**config.mk**
```make
export PLATFORM = sky130hd
export DESIGN_NAME = mem_except_unit
export DESIGN_NICKNAME = d
export VERILOG_FILES = /design/src/rtl/mem_except_unit.sv
export SDC_FILE = /design/constraint.sdc
export NUM_CORES = 1
export LEC_CHECK = 0
export ABC_CLOCK_PERIOD_IN_PS = 2580
export CAP_MARGIN = 25
export CELL_PAD_IN_SITES_DETAIL_PLACEMENT = 1
export CELL_PAD_IN_SITES_GLOBAL_PLACEMENT = 1
export CORE_MARGIN = 2
export CORE_UTILIZATION = 36
export CTS_CLUSTER_DIAMETER = 100
export CTS_CLUSTER_SIZE = 10
export DETAILED_ROUTE_END_ITERATION = 8
export GPL_TIMING_DRIVEN = 0
export PLACE_DENSITY = 0.86
export SLEW_MARGIN = 20
export SYNTH_ARGS = -nofsm -noshare
export SYNTH_HDL_FRONTEND = slang
export SYNTH_SLANG_ARGS = --single-unit
```
**constraint.sdc**
```tcl
create_clock -name clk -period 2.58 [get_ports clk]
set_clock_uncertainty 0.1 [all_clocks]
set_input_delay 0.258 -clock clk [delete_from_list [all_inputs] [get_ports clk]]
set_output_delay 0.258 -clock clk [all_outputs]
set_load 0.02 [all_outputs]
```
**src/rtl/mem_except_unit.sv**
```systemverilog
// Memory exception unit: per-access misalign, access-range and data-watchpoint
// detection, plus a one-deep capture of the highest-priority exception that
// holds until the trap handler acknowledges it.
module mem_except_unit #(
    parameter int          N         = 64,
    parameter int          NWP       = 2,
    parameter logic [N-1:0] ACC_BASE  = '0,
    parameter logic [N-1:0] ACC_LIMIT = N'(64'h0000_0000_0000_FFFF)
) (
    input  logic         clk,
    input  logic         reset,
    input  logic         valid_i,
    input  logic [N-1:0] DM_addr,
    input  logic [1:0]   memOp,
    input  logic [2:0]   memWidth,
    input  logic         wp_we,
    input  logic [1:0]   wp_idx,
    input  logic [N-1:0] wp_addr,
    input  logic [1:0]   wp_mode,
    input  logic         except_ack,
    output logic         mem_kill,
    output logic [6:0]   exceptSignal,
    output logic         except_pending,
    output logic [2:0]   except_cause,
    output logic [N-1:0] except_tval,
    output logic         except_lost,
    output logic [15:0]  except_count
);

    localparam logic [0:0] IDLE    = 1'b0;
    localparam logic [0:0] PENDING = 1'b1;

    logic [0:0]              state;
    logic [NWP-1:0][N-1:3]   wp_a;
    logic [NWP-1:0][1:0]     wp_m;

    // A simultaneous read+write op counts as a write only.
    logic is_wr, is_rd;
    assign is_wr = memOp[1];
    assign is_rd = memOp[0] & ~memOp[1];

    // Footprint of the access within a doubleword; anything spilling into
    // bit 8 crosses the doubleword boundary.
    logic [8:0] wmask;
    logic       misal;
    assign wmask = {1'b0, {4{memWidth[2]}}, {2{memWidth[1]}}, memWidth[0], 1'b1} << DM_addr[2:0];
    assign misal = wmask[8];

    // Lower bound check is dropped entirely when the legal range starts at 0.
    logic below, above, acc_fault;
    generate
        if (ACC_BASE == '0) begin : g_nobase
            assign below = 1'b0;
        end else begin : g_base
            assign below = DM_addr < ACC_BASE;
        end
    endgenerate
    assign above     = DM_addr > ACC_LIMIT;
    assign acc_fault = below | above;

    // Watchpoint compare at doubleword granularity against the current entries.
    logic hit;
    always_comb begin
        hit = 1'b0;
        for (int i = 0; i < NWP; i++) begin
            if (((wp_m[i][0] & is_rd) | (wp_m[i][1] & is_wr)) && (DM_addr[N-1:3] == wp_a[i]))
                hit = 1'b1;
        end
    end

    assign exceptSignal[0] = valid_i & is_rd & misal;
    assign exceptSignal[1] = valid_i & is_rd & acc_fault;
    assign exceptSignal[2] = valid_i & is_wr & misal;
    assign exceptSignal[3] = valid_i & is_wr & acc_fault;
    assign exceptSignal[4] = 1'b0;
    assign exceptSignal[5] = 1'b0;
    assign exceptSignal[6] = valid_i & hit;
    assign mem_kill        = |exceptSignal;

    // Cause selection: breakpoint beats misalign beats access fault.
    logic [2:0] cause_nx;
    always_comb begin
        cause_nx = 3'd0;
        if      (exceptSignal[6]) cause_nx = 3'd7;
        else if (exceptSignal[0]) cause_nx = 3'd1;
        else if (exceptSignal[2]) cause_nx = 3'd3;
        else if (exceptSignal[1]) cause_nx = 3'd2;
        else if (exceptSignal[3]) cause_nx = 3'd4;
    end

    // Watchpoint table; out-of-range indices write nothing.
    always_ff @(posedge clk) begin
        if (reset) begin
            wp_a <= '0;
            wp_m <= '0;
        end else begin
            for (int i = 0; i < NWP; i++) begin
                if (wp_we && wp_idx == 2'(i)) begin
                    wp_a[i] <= wp_addr[N-1:3];
                    wp_m[i] <= wp_mode;
                end
            end
        end
    end

    // Capture FSM: take an exception in IDLE, hold it in PENDING until ack;
    // an ack coinciding with a new exception hands straight over to it.
    always_ff @(posedge clk) begin
        if (reset) begin
            state        <= IDLE;
            except_cause <= '0;
            except_tval  <= '0;
            except_lost  <= 1'b0;
            except_count <= '0;
        end else begin
            case (state)
                IDLE: begin
                    if (mem_kill) begin
                        state        <= PENDING;
                        except_cause <= cause_nx;
                        except_tval  <= DM_addr;
                        if (except_count != 16'hFFFF) except_count <= except_count + 16'd1;
                    end
                end
                default: begin
                    if (except_ack) begin
                        except_lost <= 1'b0;
                        if (mem_kill) begin
                            except_cause <= cause_nx;
                            except_tval  <= DM_addr;
                            if (except_count != 16'hFFFF) except_count <= except_count + 16'd1;
                        end else begin
                            state <= IDLE;
                        end
                    end else if (mem_kill) begin
                        except_lost <= 1'b1;
                    end
                end
            endcase
        end
    end

    assign except_pending = (state == PENDING);

endmodule

```
# Word level (Yosys, flattened, before mapping)
# Cells that the tools add are included.
[word_totals] register_bits=211 input_bits=142 output_inout_bits=93 wordCells=62
[op_classes] n_addsub=1 n_lt_le_gt_ge=1 eq_ne=5 shifts=1 muxes=22 bitwise=15 n_reduce_logical=8
[op_table] op="64-bit 2-to-1 mux" count=3
[op_table] op="61-bit == test" count=2
[op_table] op="64-bit by 16-bit > comparator with 1-bit output, second input constant" count=1
[op_table] op="16-bit 2-to-1 mux" count=4
[op_table] op="3-bit 2-to-1 mux" count=8
[op_table] op="16-bit by 1-bit adder with 16-bit output, second input constant" count=1
[op_table] op="16-bit != test, second input constant" count=1
[op_table] op="1-bit AND" count=12
[op_table] op="8-bit by 3-bit left shift with 9-bit output" count=1
[op_table] op="1-bit 2-to-1 mux" count=7
[op_table] op="5-bit OR reduction" count=1
[op_table] op="1-bit logical AND" count=4
[op_table] op="2-bit by 1-bit == test with 1-bit output, second input constant" count=1
[op_table] op="2-bit zero test" count=1
[op_table] op="2-bit != test, second input constant" count=1
[op_table] op="1-bit bitwise OR" count=2
[op_table] op="2-bit AND reduction" count=1
[op_table] op="2-bit nonzero test" count=1
[op_table] op="1-bit inverter" count=1

# Logic depth before layout (Yosys ltp)
[logic_depth] ltp_word=12 depth_mapped=9 mapped_depth_nobuf=8

# Worst setup path after synthesis
# Ideal clock, no wire load.
[synth_timing] path_kind="reg-to-reg" start="register wp_a[99] (netlist name)" end="register except_count[6]" setup_ps=123 arrival_ps=2124 t_required_ps=2357 slack_ps=233 stages_incl_launch_ff=9 n_path_buf=1 synth_period_minus_slack_ps=2347 path_cell_list="dfxtp_1 xor2_1 nor4_1 nand4_1 nor4_4 o31ai_4 buf_6 nor4b_2 mux2_1"
[synth_between] elab_chain_cells=8
[synth_rtl] element="start: declaration" line_no="34" source="logic [NWP-1:0][N-1:3] wp_a;"
[synth_rtl] element="start signal: indexed assignment" line_no="99" source="wp_a[i] <= wp_addr[N-1:3];"
[synth_rtl] element="61-bit == test (*)" line_no="66" source="if (((wp_m[i][0] & is_rd) | (wp_m[i][1] & is_wr)) && (DM_addr[N-1:3] == wp_a[i]))"
[synth_rtl] element="1-bit logical AND (*)" line_no="66"
[synth_rtl] element="1-bit 2-to-1 mux (*)" line_no="66"
[synth_rtl] element="1-bit AND (*)" line_no="77" source="assign exceptSignal[6] = valid_i & hit;"
[synth_rtl] element="5-bit OR reduction (*)" line_no="78" source="assign mem_kill = |exceptSignal;"
[synth_rtl] element="16-bit 2-to-1 mux (*)"
[synth_rtl] element="16-bit 2-to-1 mux"
[synth_rtl] element="16-bit 2-to-1 mux (*)"
[synth_rtl] element="end signal: assignment" line_no="122" source="if (except_count != 16'hFFFF) except_count <= except_count + 16'd1;"
[synth_rtl] element="end signal: assignment" line_no="131" source="if (except_count != 16'hFFFF) except_count <= except_count + 16'd1;"
[synth_rtl] element="end: declaration" line_no="27" source="output logic [15:0] except_count"
# Mark *: on every way between the ends. The rest lies on a longest branch, timed or not. The select of a mux whose other input is x is not followed.
# A chain may end at the register's enable or synchronous reset.

# Final worst setup path
[layout_timing] start="input port DM_addr[42]" end="output port mem_kill"
[layout_between] elab_chain_cells=6 word_cells_on_any_way=11 classes_between="order compare (1); eq/ne (2); mux (2); bitwise (3); reduce/logical (3)"
[layout_rtl] element="start: declaration" line_no="13" source="input logic [N-1:0] DM_addr,"
[layout_rtl] element="branches (longest 5 deep; another with 64-bit by 16-bit > comparator with 1-bit output)"
[layout_rtl] element="5-bit OR reduction (*)" line_no="78"
[layout_rtl] element="end: declaration" line_no="21" source="output logic mem_kill,"
# Every way passes the cells marked *.

==> impl_metrics.yaml <==
run_status:
  status: "complete, but fails checks"
  failed_checks: "negative setup slack"
worst_setup_path:
  rr_endpoint: "except_count[8]"
  cp_slowest_cell: "clkdlybuf4s50_1"
  worstSetupPathType: "in -> out"
  critPathLaunchType: "primary input"
  r2r-start: "wp_a[27]"
  cp.required_ns: 2.22
  r2r_setup_slack_ns: -0.27
  worst-path-buf-inv: 4
  cp_cell_sequence: "clkdlybuf4s50_1 > nor4_2 > nand4_1 > nor3_4 > a21oi_2 > or3_1 > buf_6 > nand2_2 > inv_2 > buf_6"
  worstPathArrival_ns: 2.62
  path_common_cell: "buf_6"
  path_max_fanout: 4
  reg2reg_depth: 11
  cp_top_family: "simple AND/OR/NAND/NOR gates"
  crit_path_end_kind: "output pin"
  slowest_delay_ns: 0.57
global_routing:
  grt_pass1_wl_um: 56800
  grt_max_degree: 13
  grt_pass1_vias: 9706
  track_usage: 0.277
  grt_overflow_total: 0
  antenna_found_initial: 1
pwr:
  powerDensity_mw_per_mm2: 588
  power.share.sequential: 0.439
  p_sw_frac: 0.282
  intPower_mw: 5.70
  irDropWorstVdd_uv: 417
  p_clk_frac: 0.386
  p_comb_frac: 0.174
  p_switching_mw: 2.24
  leakagePower_nw: 5.33
layout:
  layout.nets: 1517
  area_growth_pct: 46.0
  drive_gt1_frac: 0.108
drt:
  vias: 9334
  post_drt_via_cell_ratio: 5.47
  final_antenna_net_count: 0
  dr.first_iter.drc_count: 584
  wl_per_cell_um: 23.3
  drt_first_pass_iters: 5
  routed_wirelength_um: 39700
  drc: 0
clock_network:
  cts_max_path_buffers: 3
  cts_tree: "done"
  cts_hold_buf: 0
  insertion_delay_ns: 0.53
  clkTransAtPathRegs_ns: 0.05
  cts_max_level: 1
  root_buffer: "clkbuf_16"
  cts.sinks: 211
  cts_buffers: 25
floorplan:
  dieArea_mm2: 0.0270
  io-pin-count: 235
  die_h_um: 164
  start_util: 0.367
  die_x_um: 164
  rows: 58
  core_mm2: 0.0252
synthesis:
  synth_fa_ha_area_frac: 0.00135
  syn_area_per_cell_um2: 8.45
  synth_top_area_frac: 0.457
  synth_compound_area_frac: 0.0966
  synthFlopType: "dfxtp_1"
  syn_inst: 1095
  synth_enable_flop_cells: 0
  synth_top_area_cell: "dfxtp_1"
  synth-seq-area-share: 0.457
  synth_top_family_by_area: "simple AND/OR/NAND/NOR gates"
  synth-seq-cells: 211
  synth.area.top_cells: "dfxtp_1, xor2_1, nand2_1"
  synth_mux_area_frac: 0.0763
  synthesis.area_mm2: 0.00925
  synth-xor-area-share: 0.116
  yosysUniqueCellTypes: 47
  ys_warn_count: 0
  async_reset_ff_frac: 0
  synth_simple_gate_area_frac: 0.219
worst_hold_path:
  min_from: "DM_addr[29]"
  hold_end: "except_tval[29]"
  min_path_type: "in -> reg"
  hold_depth: 3
sta:
  fin_crit_sh: 1.15
  finalHoldViolations: 0
  fin_ws_ns: -0.398
  min_period_ns: 2.98
  setup_violations: 83
  tightest_slew_ns: 0.930
  report.final.slew_viol_count: 0
  fmax_mhz: 336
  slew_headroom: 0.380
  rsz0062_at_grt: "yes"
  holdWs_ns: 0.0934
placed_design:
  port_buffers: 228
  post-dp-hpwl_um: 27700
  gp_congestion: 0.920
  post-place-ws_ns: -1.48
flow_run:
  drv_cap: 0
[per-layer routing]
layer / GRT usage / vias up / part of all wire
met1: 0.342 / 4653 / 0.40
met4: 0.100 / 0 / 0.039
met5: 0 / - / 0
met2: 0.486 / 367 / 0.49
met3: 0.0447 / 92 / 0.069
li1: - / 4222 / -
[power groups by stage]
| stage | sequential (mW) | clock [mW] | combinational [mW] |
|---|---|---|---|
| global route | 3.50 | 3.22 | 1.45 |
| floorplan | 3.62 | 0 | 0.462 |
| global placement | 3.54 | 0 | 1.20 |
| CTS | 3.48 | 3.09 | 1.29 |
| finish | 3.49 | 3.07 | 1.38 |
| detailed placement | 3.55 | 0 | 1.22 |
[worst reg2reg max path, cell delays in order (launching register included)]
cell and delay (ns):
dfxtp_2 0.33, xor2_2 0.17, nor4_4 0.36, nand4_1 0.25
nor4_4 0.41, buf_4 0.19, o31ai_4 0.11, buf_4 0.18
buf_8 0.15, buf_4 0.16, nor4_4 0.20, o21bai_1 0.15
[cell usage in the layout, fill, tap and decap left out, types with 4 or more instances in the layout]
master           Yosys  routed
clkdlybuf4s50_1      0     181
mux2i_4              0       4
mux2i_1             66      59
nand4_1             13      13
xor2_1             118     110
dlygate4sd2_1        0      39
xor2_2               0       6
nor2b_1              7       6
o21ai_1              4       4
nand3_1              6       6
nor2_1              80      79
nand3b_1             4       4
dlymetal6s2s_1       0       6
o31ai_4              1       5
nor4_4               1      14
clkbuf_1            52      53
nor4_1              43      14
nor4_2               1      17
nand2b_1             5       5
a21oi_1            140     135
clkbuf_16            0      26
dfxtp_1            211     206
a211oi_1             6       5
a21oi_2              0       5
buf_4                6      21
dfxtp_2              0       5
buf_12               0       6
mux2_4               0       4
buf_6                5       6
nand2_1            272     270
[cell families after synthesis]
logic type	after synthesis
mux	70
flops	211
compound gates	165
xor+xnor	122
fa+ha+maj	1
buf+inv	67
other cells	1
simple gates	458
[synthesized netlist by cell type, types with 3 or more instances]
cell type,count
nand2_1,272
dfxtp_1,211
a21oi_1,140
xor2_1,118
nor2_1,80
mux2i_1,66
clkbuf_1,52
nor4_1,43
nand4_1,13
nor2b_1,7
a211oi_1,6
buf_4,6
nand3_1,6
buf_6,5
nand2b_1,5
nor3_1,5
or3_1,5
mux2_1,4
nand3b_1,4
o21ai_1,4
o31ai_1,4
or4_1,4
xnor2_1,4
and3_1,3
inv_1,3
[layout make-up]
| type | count | area (um^2) |
|---|---|---|
| antenna | 1 | 2.50 |
| buffer | 64 | 378 |
| clock buffer | 26 | 629 |
| clock inverter | 2 | 17.5 |
| fill | 2903 | 11700 |
| inverter | 3 | 11.3 |
| multi-input combinational | 818 | 5360 |
| sequential | 211 | 4230 |
| tap | 330 | 413 |
| timing repair buffer | 251 | 2460 |
[per-stage QoR]
step	utilization	power, mW	cell area, um^2	TNS [ns]	std cells
after floorplan	-	4.08	9250	0	1096
after detailed placement	0.474	4.77	11900	-95.35	1654
after global routing	0.536	8.17	13500	-27.63	1705
final	0.536	7.94	13500	-15.40	1706
after global placement	0.474	4.74	11900	-93.77	1654
after CTS	0.518	7.86	13000	-5.81	1696
[worst max path at each step]
stage	start	endpoint	depth (start not counted)
final	DM_addr[42]	mem_kill	10
after global routing	DM_addr[42]	mem_kill	10
after CTS	wp_a[105]	mem_kill	9
after detailed placement	DM_addr[62]	mem_kill	10
after global placement	DM_addr[62]	mem_kill	10
after floorplan	wp_a[99]	except_count[6]	8
[timing repair]
item                       CTS  global route
setup buffers               12             9
pin swaps                   36            19
setup endpoints to repair   91            89
resized for setup          116            70
cloned                       2             1
[state kept, by name, summed over array words and instances, names as in the netlist]
signal	cells
except_lost	1
wp_a	122
except_tval	64
except_cause	3
except_pending	1
except_count	16
wp_m	4
Note: power is estimated with default switching activity, not from simulation.
